`config.mk`:
```
export PLATFORM = sky130hd
export DESIGN_NAME = fixed_point_subtract_saturate
export DESIGN_NICKNAME = d
export VERILOG_FILES = /design/src/rtl/fixed_point_subtract_saturate.sv
export SDC_FILE = /design/constraint.sdc
export NUM_CORES = 1
export LEC_CHECK = 0
export ABC_AREA = 1
export BUFFER_PORTS_ARGS = -buffer_cell sky130_fd_sc_hd__buf_4
export CAP_MARGIN = 30
export CORE_UTILIZATION = 50
export DETAILED_ROUTE_END_ITERATION = 12
export PLACE_DENSITY_LB_ADDON = 0.15
export SYNTH_ARGS = -nofsm -noshare
export SYNTH_HDL_FRONTEND = slang
export SYNTH_SLANG_ARGS = --single-unit
```
`constraint.sdc`:
```
create_clock -name clk -period 3.5 [get_ports clk]
set_clock_uncertainty 0.1 [all_clocks]
set_input_delay 1.05 -clock clk [delete_from_list [all_inputs] [get_ports clk]]
set_output_delay 1.05 -clock clk [all_outputs]
set_load 0.02 [all_outputs]
```
`src/rtl/fixed_point_subtract_saturate.sv`:
```
// rtl/fixed_point_subtract_saturate.sv - saturating N-bit stage for an (N+1)-bit difference, 2-entry skid, overflow stats (optional counter: FIXED_POINT_SAT_COUNT_EN)
module fixed_point_subtract_saturate #(
    parameter int N     = 32,
    parameter int CNT_W = 16
) (
    input  logic             clk,
    input  logic             rst,
    input  logic             in_valid,
    output logic             in_ready,
    input  logic [N:0]       in_diff,
    input  logic             in_carry,
    output logic             out_valid,
    input  logic             out_ready,
    output logic [N-1:0]     out_c,
    output logic             out_carry,
    output logic             out_ovf,
    input  logic             clear_stats,
    output logic             ovf_sticky,
    output logic [CNT_W-1:0] ovf_count
);

    localparam logic [N-1:0] MAX_POS = {1'b0, {(N-1){1'b1}}};
    localparam logic [N-1:0] MIN_NEG = {1'b1, {(N-1){1'b0}}};

    // Occupancy state; bit 1 is out_valid, bit 0 marks a held skid entry.
    typedef enum logic [1:0] {
        EMPTY = 2'b00,
        ONE   = 2'b10,
        FULL  = 2'b11
    } state_t;

    state_t       state;
    logic         ovf;
    logic [N-1:0] sat_c;
    logic         in_fire;
    logic         out_fire;
    logic [N-1:0] skid_c;
    logic         skid_carry;
    logic         skid_ovf;

    assign out_valid = state[1];
    assign in_fire   = in_valid & in_ready;
    assign out_fire  = out_valid & out_ready;

    // Overflow when the sign bit disagrees with the top result bit; clamp toward the true sign.
    always_comb begin
        ovf   = in_diff[N] ^ in_diff[N-1];
        sat_c = in_diff[N-1:0];
        if (ovf) begin
            sat_c = in_diff[N] ? MIN_NEG : MAX_POS;
        end
    end

    // Output register plus skid entry; in_ready is registered so it never depends on same-cycle handshakes.
    always_ff @(posedge clk or posedge rst) begin
        if (rst) begin
            state      <= EMPTY;
            in_ready   <= 1'b1;
            out_c      <= '0;
            out_carry  <= 1'b0;
            out_ovf    <= 1'b0;
            skid_c     <= '0;
            skid_carry <= 1'b0;
            skid_ovf   <= 1'b0;
        end else begin
            case (state)
                EMPTY: begin
                    if (in_fire) begin
                        out_c     <= sat_c;
                        out_carry <= in_carry;
                        out_ovf   <= ovf;
                        state     <= ONE;
                    end
                end
                ONE: begin
                    if (in_fire && out_fire) begin
                        out_c     <= sat_c;
                        out_carry <= in_carry;
                        out_ovf   <= ovf;
                    end else if (in_fire) begin
                        skid_c     <= sat_c;
                        skid_carry <= in_carry;
                        skid_ovf   <= ovf;
                        state      <= FULL;
                        in_ready   <= 1'b0;
                    end else if (out_fire) begin
                        state <= EMPTY;
                    end
                end
                FULL: begin
                    if (out_fire) begin
                        out_c     <= skid_c;
                        out_carry <= skid_carry;
                        out_ovf   <= skid_ovf;
                        state     <= ONE;
                        in_ready  <= 1'b1;
                    end
                end
                default: begin
                    state    <= EMPTY;
                    in_ready <= 1'b1;
                end
            endcase
        end
    end

    // Sticky flag: clear first so a same-cycle overflow event still sets it.
    always_ff @(posedge clk or posedge rst) begin
        if (rst) begin
            ovf_sticky <= 1'b0;
        end else if (in_fire && ovf) begin
            ovf_sticky <= 1'b1;
        end else if (clear_stats) begin
            ovf_sticky <= 1'b0;
        end
    end

`ifdef FIXED_POINT_SAT_COUNT_EN
    // Saturating event counter; a clear coinciding with an event restarts the count at one.
    always_ff @(posedge clk or posedge rst) begin
        if (rst) begin
            ovf_count <= '0;
        end else if (clear_stats) begin
            ovf_count <= (in_fire && ovf) ? CNT_W'(1) : '0;
        end else if (in_fire && ovf && (ovf_count != {CNT_W{1'b1}})) begin
            ovf_count <= ovf_count + CNT_W'(1);
        end
    end
`else
    assign ovf_count = '0;
`endif

endmodule

```
==> results_dict.tcl, run 1 <==
set metrics [dict create \
    run_status "complete, no violations" \
    tritoncts.num_buffers 9 \
    crit_path_end_kind "output port" \
    drt_first_pass_iters 4 \
    numClockSinks 72 \
    post_cts_resize_count 0 \
    crit_path_start_kind "flop" \
    power_per_cell_area_mw_per_mm2 890 \
    violation_count_after_the_first_detailed_routing_iteration 194 \
    postSynthAreaPerCell_um2 7.26 \
    crit_chain "buf_4" \
    layout_cell_area_excl_fill_mm2 0.00460 \
    setup_viol 0 \
    cp_top_family "flip-flops" \
    top_level_ports 92 \
    ff_to_ff_setup_slack_ns 1.35 \
    yosysWarnings 0 \
    grt_pass1_vias 3074 \
    gp_routability_congestion 0.858 \
    critPathKind "reg -> out" \
    final.min_clock_period_ns 2.21 \
    yosys.cell_types.count 25 \
    cpMaxStageDelayCell "sky130_fd_sc_hd__dfstp_2" \
    root_buffer "sky130_fd_sc_hd__clkbuf_8" \
    dpl_worst_slack_ns 1.01 \
    drive_above_1_share_pct 19.5 \
    p_leak_nw 2.74 \
    timing.critical_path.required_ns 2.35 \
    place_area_mm2 0.00439 \
    drt-total-wl_um 8460 \
    cts_hold_buffers 0 \
    post-route-period-util_pct 63.2 \
    dp_cells 689 \
    crit_buf_inv 1 \
    path_clk_slew_ns 0.07 \
    antenna_found_initial 0 \
    tns_ns 0 \
    yosys_register_bits 72 \
    max-slew-margin-rel_pct 60.4 \
    hold-worst-slack_ns 0.373 \
    core_region_area_mm2 0.00737 \
    yosysSeqAreaShare_pct 46.4 \
    yosys.area.top_type_share_pct 45.8 \
    layout.core_utilization_pct 62.4 \
    layoutNonFillerInstCount 705 \
    grtUsageTotal_pct 21.9 \
    cpPeakStageDelay_ns 0.58 \
    drt_drc_violations_left 0 \
    htreeDepth 3 \
    cp.arrival_ns 1.06 \
    num-nets-final 648 \
    power.ir.vdd_worst_mv 0.589 \
    worst_skew_pair.late_latency_ns 0.33 \
    antenna_cells_inserted 0 \
    cap_viol_max_count 0 \
    netlist_instances 535 \
    cts_setup_buffers 0 \
    area_growth_from_synthesis_to_layout_pct 18.5 \
    hold_viol_final 0 \
    grt_max_degree 37 \
    clock_tree.buffer_depth 2 \
    synth_area_mm2 0.00388 \
    tritoncts "yes" \
    synth_area_leaders "sky130_fd_sc_hd__dfrtp_1 46%, sky130_fd_sc_hd__nand2_1 35%, sky130_fd_sc_hd__buf_4 3.1%, sky130_fd_sc_hd__ha_1 2.6%, sky130_fd_sc_hd__buf_6 2.3%" \
    grt_overflow 0 \
    worst_hold_path_type "reg -> reg" \
    rows 31 \
    slew_violations 0 \
    vias_per_cell 4.79 \
    hpwl_um 5680 \
    die_area_mm2 0.00812 \
    wire_length_of_the_first_global_routing_pass_um 14400 \
    crit_path_max_fanout 4 \
    via_count 3379 \
    max_clock_freq_mhz 452 \
    rsz0062_at_grt "false" \
    synth_largest_area_cell "sky130_fd_sc_hd__dfrtp_1" \
    io_buffers 75 \
    finalWorstSetupSlack_ns 1.29 \
    chipHeight_um 90.1 \
    die_w_um 90.1 \
    start_util_pct 52.7 \
    route.detailed.wl_per_inst_um 12.0 \
    tightest_slew_ns 0.594 \
    total_power_mw 4.09 \
    drt.antenna.violating_nets 0 \
]
[routing by layer]
layer  GRT usage [%]  vias up  share of wire (%)
li1                -     1702                  -
met1            30.4     1552                 46
met2            34.2      111                 47
met3            4.06       14                5.2
met4            8.20        0                1.6
met5               0        -                  0
[where the power goes]
part	switching, mW	total, mW	internal, mW
Sequential	0.217	1.44	1.23
Combinational	1.28	1.98	0.700
Clock	0.309	0.674	0.366
Total	1.80	4.09	2.29
[layout make-up]
type,count,area [um^2]
Clock inverter,5,55.1
Inverter,15,57.6
Timing Repair Buffer,82,636
Tap cell,99,124
Fill cell,698,2770
Multi-Input combinational cell,421,1770
Clock buffer,11,151
Sequential cell,72,1800
[path summary, 6_finish.rpt]
| kind | start | endpoint | cells past startpoint |
|---|---|---|---|
| hold reg to reg | skid_c[29] | skid_c[29] | 2 |
| setup / recovery | in_ready | in_ready | 1 |
| min in group asynchronous | rst | out_c[13] | 2 |
| max in group asynchronous | rst | in_ready | 3 |
| setup reg to reg | state[1] | out_c[10] | 8 |
| hold / removal | skid_c[29] | skid_c[29] | 2 |
[cells in the final DEF (no fill, tap or decap)]
cell                         count
sky130_fd_sc_hd__nor2_1          4
sky130_fd_sc_hd__nand2_4         5
sky130_fd_sc_hd__inv_2           2
sky130_fd_sc_hd__nand3_1         6
sky130_fd_sc_hd__nand2_2         6
sky130_fd_sc_hd__nand3_4         1
sky130_fd_sc_hd__nand4_1         1
sky130_fd_sc_hd__conb_1         16
sky130_fd_sc_hd__o22ai_1         1
sky130_fd_sc_hd__nor2_8          1
sky130_fd_sc_hd__clkinvlp_4      2
sky130_fd_sc_hd__inv_1          12
sky130_fd_sc_hd__ha_1            8
sky130_fd_sc_hd__dfstp_2         1
sky130_fd_sc_hd__clkbuf_8       11
sky130_fd_sc_hd__a21oi_1         3
sky130_fd_sc_hd__dfrtp_1        71
sky130_fd_sc_hd__nand3_2         1
sky130_fd_sc_hd__or2_2           1
sky130_fd_sc_hd__nand2_1       360
sky130_fd_sc_hd__nor2_4          1
sky130_fd_sc_hd__clkinv_2        3
sky130_fd_sc_hd__bufinv_16       1
sky130_fd_sc_hd__buf_16          1
sky130_fd_sc_hd__o21ai_0         6
sky130_fd_sc_hd__buf_4          81
[state kept, by name (all words and copies together) (netlist names)]
register / flops
out_carry: 1
in_ready: 1
skid_carry: 1
ovf_sticky: 1
skid_ovf: 1
state: 2
skid_c: 32
out_c: 32
out_ovf: 1
[cells in the mapped netlist]
master / count
sky130_fd_sc_hd__nand2_1: 360
sky130_fd_sc_hd__dfrtp_1: 71
sky130_fd_sc_hd__buf_4: 16
sky130_fd_sc_hd__buf_2: 15
sky130_fd_sc_hd__inv_1: 13
sky130_fd_sc_hd__buf_6: 8
sky130_fd_sc_hd__ha_1: 8
sky130_fd_sc_hd__nand2_2: 6
sky130_fd_sc_hd__nand3_1: 6
sky130_fd_sc_hd__o21ai_0: 6
sky130_fd_sc_hd__nand2_4: 5
sky130_fd_sc_hd__nor2_1: 4
sky130_fd_sc_hd__a21oi_1: 3
sky130_fd_sc_hd__clkbuf_1: 2
sky130_fd_sc_hd__inv_2: 2
sky130_fd_sc_hd__clkbuf_8: 1
sky130_fd_sc_hd__conb_1: 1
sky130_fd_sc_hd__dfstp_2: 1
sky130_fd_sc_hd__nand3_2: 1
sky130_fd_sc_hd__nand3_4: 1
sky130_fd_sc_hd__nand4_1: 1
sky130_fd_sc_hd__nor2_4: 1
sky130_fd_sc_hd__nor2_8: 1
sky130_fd_sc_hd__o22ai_1: 1
sky130_fd_sc_hd__or2_2: 1
[logic make-up after synthesis]
kind of cell             Yosys count  synth area share [%]
AND/OR/NAND/NOR                  387                  40.2
flip-flops                        72                  46.4
buffers and inverters             57                  9.35
AO/OA/AOI/OAI                     10                  1.32
adder cells (fa/ha/maj)            8                  2.58
other                              1                0.0966
[tightest hold or removal path, stage by stage, from the launching register on]
cell	delay [ns]
sky130_fd_sc_hd__dfrtp_1	0.34
sky130_fd_sc_hd__nand2_1	0.05
sky130_fd_sc_hd__nand2_1	0.05
(Power assumes the default switching activity.)
==> inputs of run 2 (changes only) <==
==> constraint.sdc (replaced) <==
create_clock -name clk -period 2.1 [get_ports clk]
set_clock_uncertainty 0.1 [all_clocks]
set_input_delay 0.63 -clock clk [delete_from_list [all_inputs] [get_ports clk]]
set_output_delay 0.63 -clock clk [all_outputs]
set_load 0.02 [all_outputs]
==> results_dict.tcl, run 2 (synthesis gave the netlist of run 1 again) <==
set metrics [dict create \
    dr.max_layer_used "met4" \
    place_area_mm2 0.00446 \
    largestRegisters "out_c: 32 flops, skid_c: 32 flops, state: 2 flops" \
    tns_ns 0 \
    crit_path_start_kind "flop" \
    antenna_cells_inserted 0 \
    rsz0062_at_grt "false" \
    rows 31 \
    setup_viol 0 \
    r2r_end "out_c[22]" \
    dp_cells 693 \
    htreeDepth 3 \
    cap_viol_max_count 0 \
    crit_path_frequent_cell "sky130_fd_sc_hd__nand2_1" \
    power.ir.vdd_worst_mv 1.00 \
    seq_area_mm2 0.00180 \
    clkPwrFrac_pct 18.5 \
    wl_met2_um 4300 \
    layout_cell_area_excl_fill_mm2 0.00472 \
    cpMaxStageDelayCell "sky130_fd_sc_hd__dfrtp_1" \
    total_power_mw 7.31 \
    hpwl_um 5630 \
    core_region_area_mm2 0.00737 \
    hold_viol_final 0 \
    cts_hold_buffers 0 \
    max_clock_freq_mhz 530 \
    post-route-period-util_pct 89.8 \
    crit_buf_inv 1 \
    layoutNonFillerInstCount 710 \
    crit_path_max_fanout 17 \
    tritoncts "yes" \
    slew_violations 0 \
    grt_overflow 0 \
    power_frac_seq_pct 33.2 \
    r2r.worst_path.cells 6 \
    switching_share_pct 43.1 \
    antenna_found_initial 0 \
    cp_top_family "simple AND/OR/NAND/NOR gates" \
    via_count 3435 \
    n_fill_cell 667 \
    clock_tree.buffer_depth 2 \
    met1_length_um 3950 \
    cts_setup_buffers 0 \
    worst_skew_pair.late_latency_ns 0.35 \
    drive_above_1_share_pct 20.3 \
    violation_count_after_the_first_detailed_routing_iteration 282 \
    grt_max_degree 73 \
    multi_input_gate_area_in_the_final_layout_mm2 0.00180 \
    intPower_mw 4.15 \
    die_area_mm2 0.00812 \
    area_growth_from_synthesis_to_layout_pct 21.7 \
    tritoncts.num_buffers 9 \
    tightest_slew_ns 0.604 \
    gp_routability_congestion 0.810 \
    grtUsageTotal_pct 22.9 \
    ff_to_ff_setup_slack_ns 0.21 \
    top_level_ports 92 \
    start_util_pct 52.7 \
    layout.core_utilization_pct 64.1 \
    vias_per_cell 4.84 \
    max-slew-margin-rel_pct 59.7 \
    num-nets-final 653 \
    pwr-share-comb_pct 48.2 \
    worst_hold_path_type "in -> async" \
    reg2reg_from "state[1]" \
    timing.critical_path.required_ns 2.23 \
    commonest_non_fill_non_tap_cells_in_the_layout "360 x sky130_fd_sc_hd__nand2_1, 82 x sky130_fd_sc_hd__buf_4, 71 x sky130_fd_sc_hd__dfrtp_1" \
    layout_commonest_cell "sky130_fd_sc_hd__nand2_1" \
    io_buffers 75 \
    path_clk_slew_ns 0.08 \
    drt.antenna.violating_nets 0 \
    crit_chain "inv_1 > ha_1 > a21oi_2 > nand3_4 > nand2_1 > nand2_1" \
    post_cts_resize_count 0 \
    chipHeight_um 90.1 \
    p_leak_nw 2.79 \
    drt-total-wl_um 8910 \
    numClockSinks 72 \
    run_status "complete, no violations" \
    power_per_cell_area_mw_per_mm2 1550 \
    met3_wirelength_um 546 \
    total_switching_power_mw 3.15 \
    cp.arrival_ns 2.02 \
    cpPeakStageDelay_ns 0.49 \
    root_buffer "sky130_fd_sc_hd__clkbuf_8" \
    critPathKind "reg -> reg" \
    grt_pass1_vias 3186 \
    die_w_um 90.1 \
    route.detailed.wl_per_inst_um 12.5 \
    final.min_clock_period_ns 1.89 \
    crit_path_end_kind "flop" \
    wire_length_of_the_first_global_routing_pass_um 14900 \
    drt_first_pass_iters 4 \
    drt_drc_violations_left 0 \
]
run 2: layer usage:
metal	up-vias	GRT usage, %
met5	-	0
met4	0	7.93
met3	8	3.13
met2	113	38.1
met1	1601	30.7
li1	1713	-
run 2: worst reg2reg max path, stage by stage (launching register included):
cell and delay (ns):
sky130_fd_sc_hd__dfrtp_1 0.49, sky130_fd_sc_hd__inv_1 0.14, sky130_fd_sc_hd__ha_1 0.25, sky130_fd_sc_hd__a21oi_2 0.28
sky130_fd_sc_hd__nand3_4 0.33, sky130_fd_sc_hd__nand2_1 0.15, sky130_fd_sc_hd__nand2_1 0.05
run 2: area by class of cell:
class / instances / share of cell area (%)
clock buffers: 11 / 2.99
clock inverters: 5 / 2.20
inverters: 15 / 1.27
multi-input cells: 422 / 38.0
flip-flops and latches: 72 / 38.2
well taps: 99 / 2.62
repair buffers: 86 / 14.7
run 2: worst max-delay path by stage:
stage | startpoint | endpoint | slack, ns | cells after the start
after floorplan | in_diff[31] | out_c[11] | 0.26 | 11
after global placement | in_diff[32] | out_c[18] | 0.14 | 10
after detailed placement | in_diff[31] | out_c[30] | 0.10 | 11
after CTS | state[1] | out_c[31] | 0.11 | 8
after global routing | state[0] | skid_ovf | 0.05 | 7
final | state[1] | out_c[22] | 0.21 | 6
run 2: power by group through the flow:
stage	Combinational, mW	Sequential, mW	Clock, mW
final	3.52	2.43	1.35
after global routing	3.91	2.51	1.45
after CTS	3.46	2.42	1.38
after detailed placement	3.45	2.44	0
after global placement	3.37	2.41	0
after floorplan	2.14	2.77	0
run 2: per-stage QoR:
step / hold slack [ns] / worst slack (ns)
after floorplan: 0.342 / 0.257
after global placement: 0.353 / 0.136
after detailed placement: 0.358 / 0.101
after CTS: 0.301 / 0.108
after global routing: 0.316 / 0.0461
final: 0.271 / 0.214
==> inputs of run 3 (changes only) <==
--- a/config.mk
+++ b/config.mk
@@ -8,6 +8,7 @@
 export ABC_AREA = 1
 export BUFFER_PORTS_ARGS = -buffer_cell sky130_fd_sc_hd__buf_4
 export CAP_MARGIN = 30
+export CORE_MARGIN = 2
 export CORE_UTILIZATION = 50
 export DETAILED_ROUTE_END_ITERATION = 12
 export PLACE_DENSITY_LB_ADDON = 0.15
==> constraint.sdc (replaced) <==
create_clock -name clk -period 1.9 [get_ports clk]
set_clock_uncertainty 0.1 [all_clocks]
set_input_delay 0.57 -clock clk [delete_from_list [all_inputs] [get_ports clk]]
set_output_delay 0.57 -clock clk [all_outputs]
set_load 0.02 [all_outputs]
==> results_dict.tcl, run 3 (synthesis gave the netlist of run 1 again) <==
set metrics [dict create \
    start_util_pct 51.0 \
    htreeDepth 3 \
    root_buffer "sky130_fd_sc_hd__clkbuf_8" \
    numClockSinks 72 \
    total_power_mw 7.61 \
    crit_path_end_kind "output port" \
    antenna_found_initial 0 \
    clock_tree.buffer_depth 2 \
    cp.arrival_ns 1.08 \
    rows 32 \
    die_area_mm2 0.00849 \
    chipHeight_um 92.1 \
    dp_cells 704 \
    gp_routability_congestion 0.835 \
    power_per_cell_area_mw_per_mm2 1620 \
    cap_viol_max_count 0 \
    area_growth_from_synthesis_to_layout_pct 21.1 \
    antenna_cells_inserted 0 \
    vias_per_cell 4.75 \
    drive_above_1_share_pct 20.6 \
    die_w_um 92.1 \
    slew_violations 0 \
    commonest_non_fill_non_tap_cells_in_the_layout "360 x sky130_fd_sc_hd__nand2_1, 88 x sky130_fd_sc_hd__buf_4, 71 x sky130_fd_sc_hd__dfrtp_1" \
    drt.antenna.violating_nets 0 \
    place_area_mm2 0.00454 \
    p_leak_nw 2.79 \
    drt_first_pass_iters 4 \
    core_region_area_mm2 0.00761 \
    io_buffers 75 \
    cts_setup_buffers 0 \
    drt_drc_violations_left 0 \
    run_status "complete, no violations" \
    layoutNonFillerInstCount 719 \
    hold_viol_final 0 \
    drt-total-wl_um 8630 \
    rsz0062_at_grt "false" \
    largestRegisters "out_c: 32 flops, skid_c: 32 flops, state: 2 flops" \
    final.min_clock_period_ns 1.75 \
    n_fill_cell 736 \
    top_level_ports 92 \
    hpwl_um 5880 \
    layout_cell_area_excl_fill_mm2 0.00470 \
    power.ir.vdd_worst_mv 0.667 \
    multi_input_gate_area_in_the_final_layout_mm2 0.00177 \
    route.detailed.wl_per_inst_um 12.0 \
    tritoncts.num_buffers 9 \
    layout_commonest_cell "sky130_fd_sc_hd__nand2_1" \
    worst_hold_path_type "in -> async" \
    crit_path_max_fanout 5 \
    path_clk_slew_ns 0.08 \
    violation_count_after_the_first_detailed_routing_iteration 220 \
    max_clock_freq_mhz 572 \
    setup_viol 0 \
    tritoncts "yes" \
    timing.critical_path.required_ns 1.23 \
    grtUsageTotal_pct 21.5 \
    crit_path_start_kind "flop" \
    grt_overflow 0 \
    grt_max_degree 36 \
    wire_length_of_the_first_global_routing_pass_um 14500 \
    critPathKind "reg -> out" \
    seq_area_mm2 0.00180 \
    worst_skew_pair.late_latency_ns 0.34 \
    grt_pass1_vias 3147 \
    post-route-period-util_pct 92.0 \
    via_count 3413 \
    num-nets-final 660 \
]
[run 3: changes by cell type in the layout (fill, tap and decap cells not counted), sizes merged]
cell and delta:
clkinvlp +1, buf +8, bufinv -3, clkinv +1
nand3 -1
[run 3: layer usage]
layer | wire [um] | track usage [%] | share of wire [%] | up-vias
li1 | - | - | - | 1728
met4 | 126 | 8.83 | 1.5 | 0
met2 | 4000 | 34.5 | 46 | 101
met1 | 4030 | 28.9 | 47 | 1574
met5 | 0 | 0 | 0 | -
met3 | 482 | 3.70 | 5.6 | 10
[run 3: path summary, 6_finish.rpt]
path | start | end | slack [ns] | depth (start not counted)
worst max-delay path | state[1] | out_valid | 0.15 | 2
worst min-delay path | rst | out_c[12] | 0.13 | 2
worst max register to register | state[0] | out_c[20] | 0.16 | 7
worst min register to register | out_c[22] | out_c[22] | 0.37 | 2
max in group asynchronous | rst | in_ready | 1.04 | 3
min in group clk | clear_stats | ovf_sticky | 0.32 | 2
[run 3: timing repair]
item	4_1_cts	5_1_grt
gates resized for setup	0	2
hold buffers	0	0
endpoints found under the setup margin	0	29
hold endpoints to repair	0	0
[run 3: layout make-up]
cell class	count	share of cell area, %
clock buffers	11	2.79
well taps	102	2.71
flip-flops and latches	72	38.4
clock inverters	4	0.479
multi-input cells	421	37.7
inverters	15	1.33
repair buffers	94	16.6
[run 3: critical path, cell delays in order (launching register included)]
cell,delay [ns]
sky130_fd_sc_hd__dfrtp_1,0.43
sky130_fd_sc_hd__buf_4,0.16
sky130_fd_sc_hd__buf_4,0.15
[run 3: stage by stage]
| stage | setup WS, ns | hold slack, ns | util [%] | setup TNS (ns) |
|---|---|---|---|---|
| after floorplan | 0.117 | 0.342 | - | 0 |
| after global placement | 0.00298 | 0.353 | 59.7 | 0 |
| after detailed placement | -0.0196 | 0.358 | 59.7 | -0.0724 |
| after CTS | 0.0295 | 0.132 | 61.8 | 0 |
| after global routing | 0.0273 | 0.135 | 61.8 | 0 |
| final | 0.152 | 0.129 | 61.8 | 0 |
[run 3: where the power goes]
group          total, mW  switching [mW]  internal, mW  leakage, nW
logic               3.93            2.40          1.52         1.80
registers           2.66           0.397          2.26        0.906
clock network       1.03           0.566         0.461       0.0789
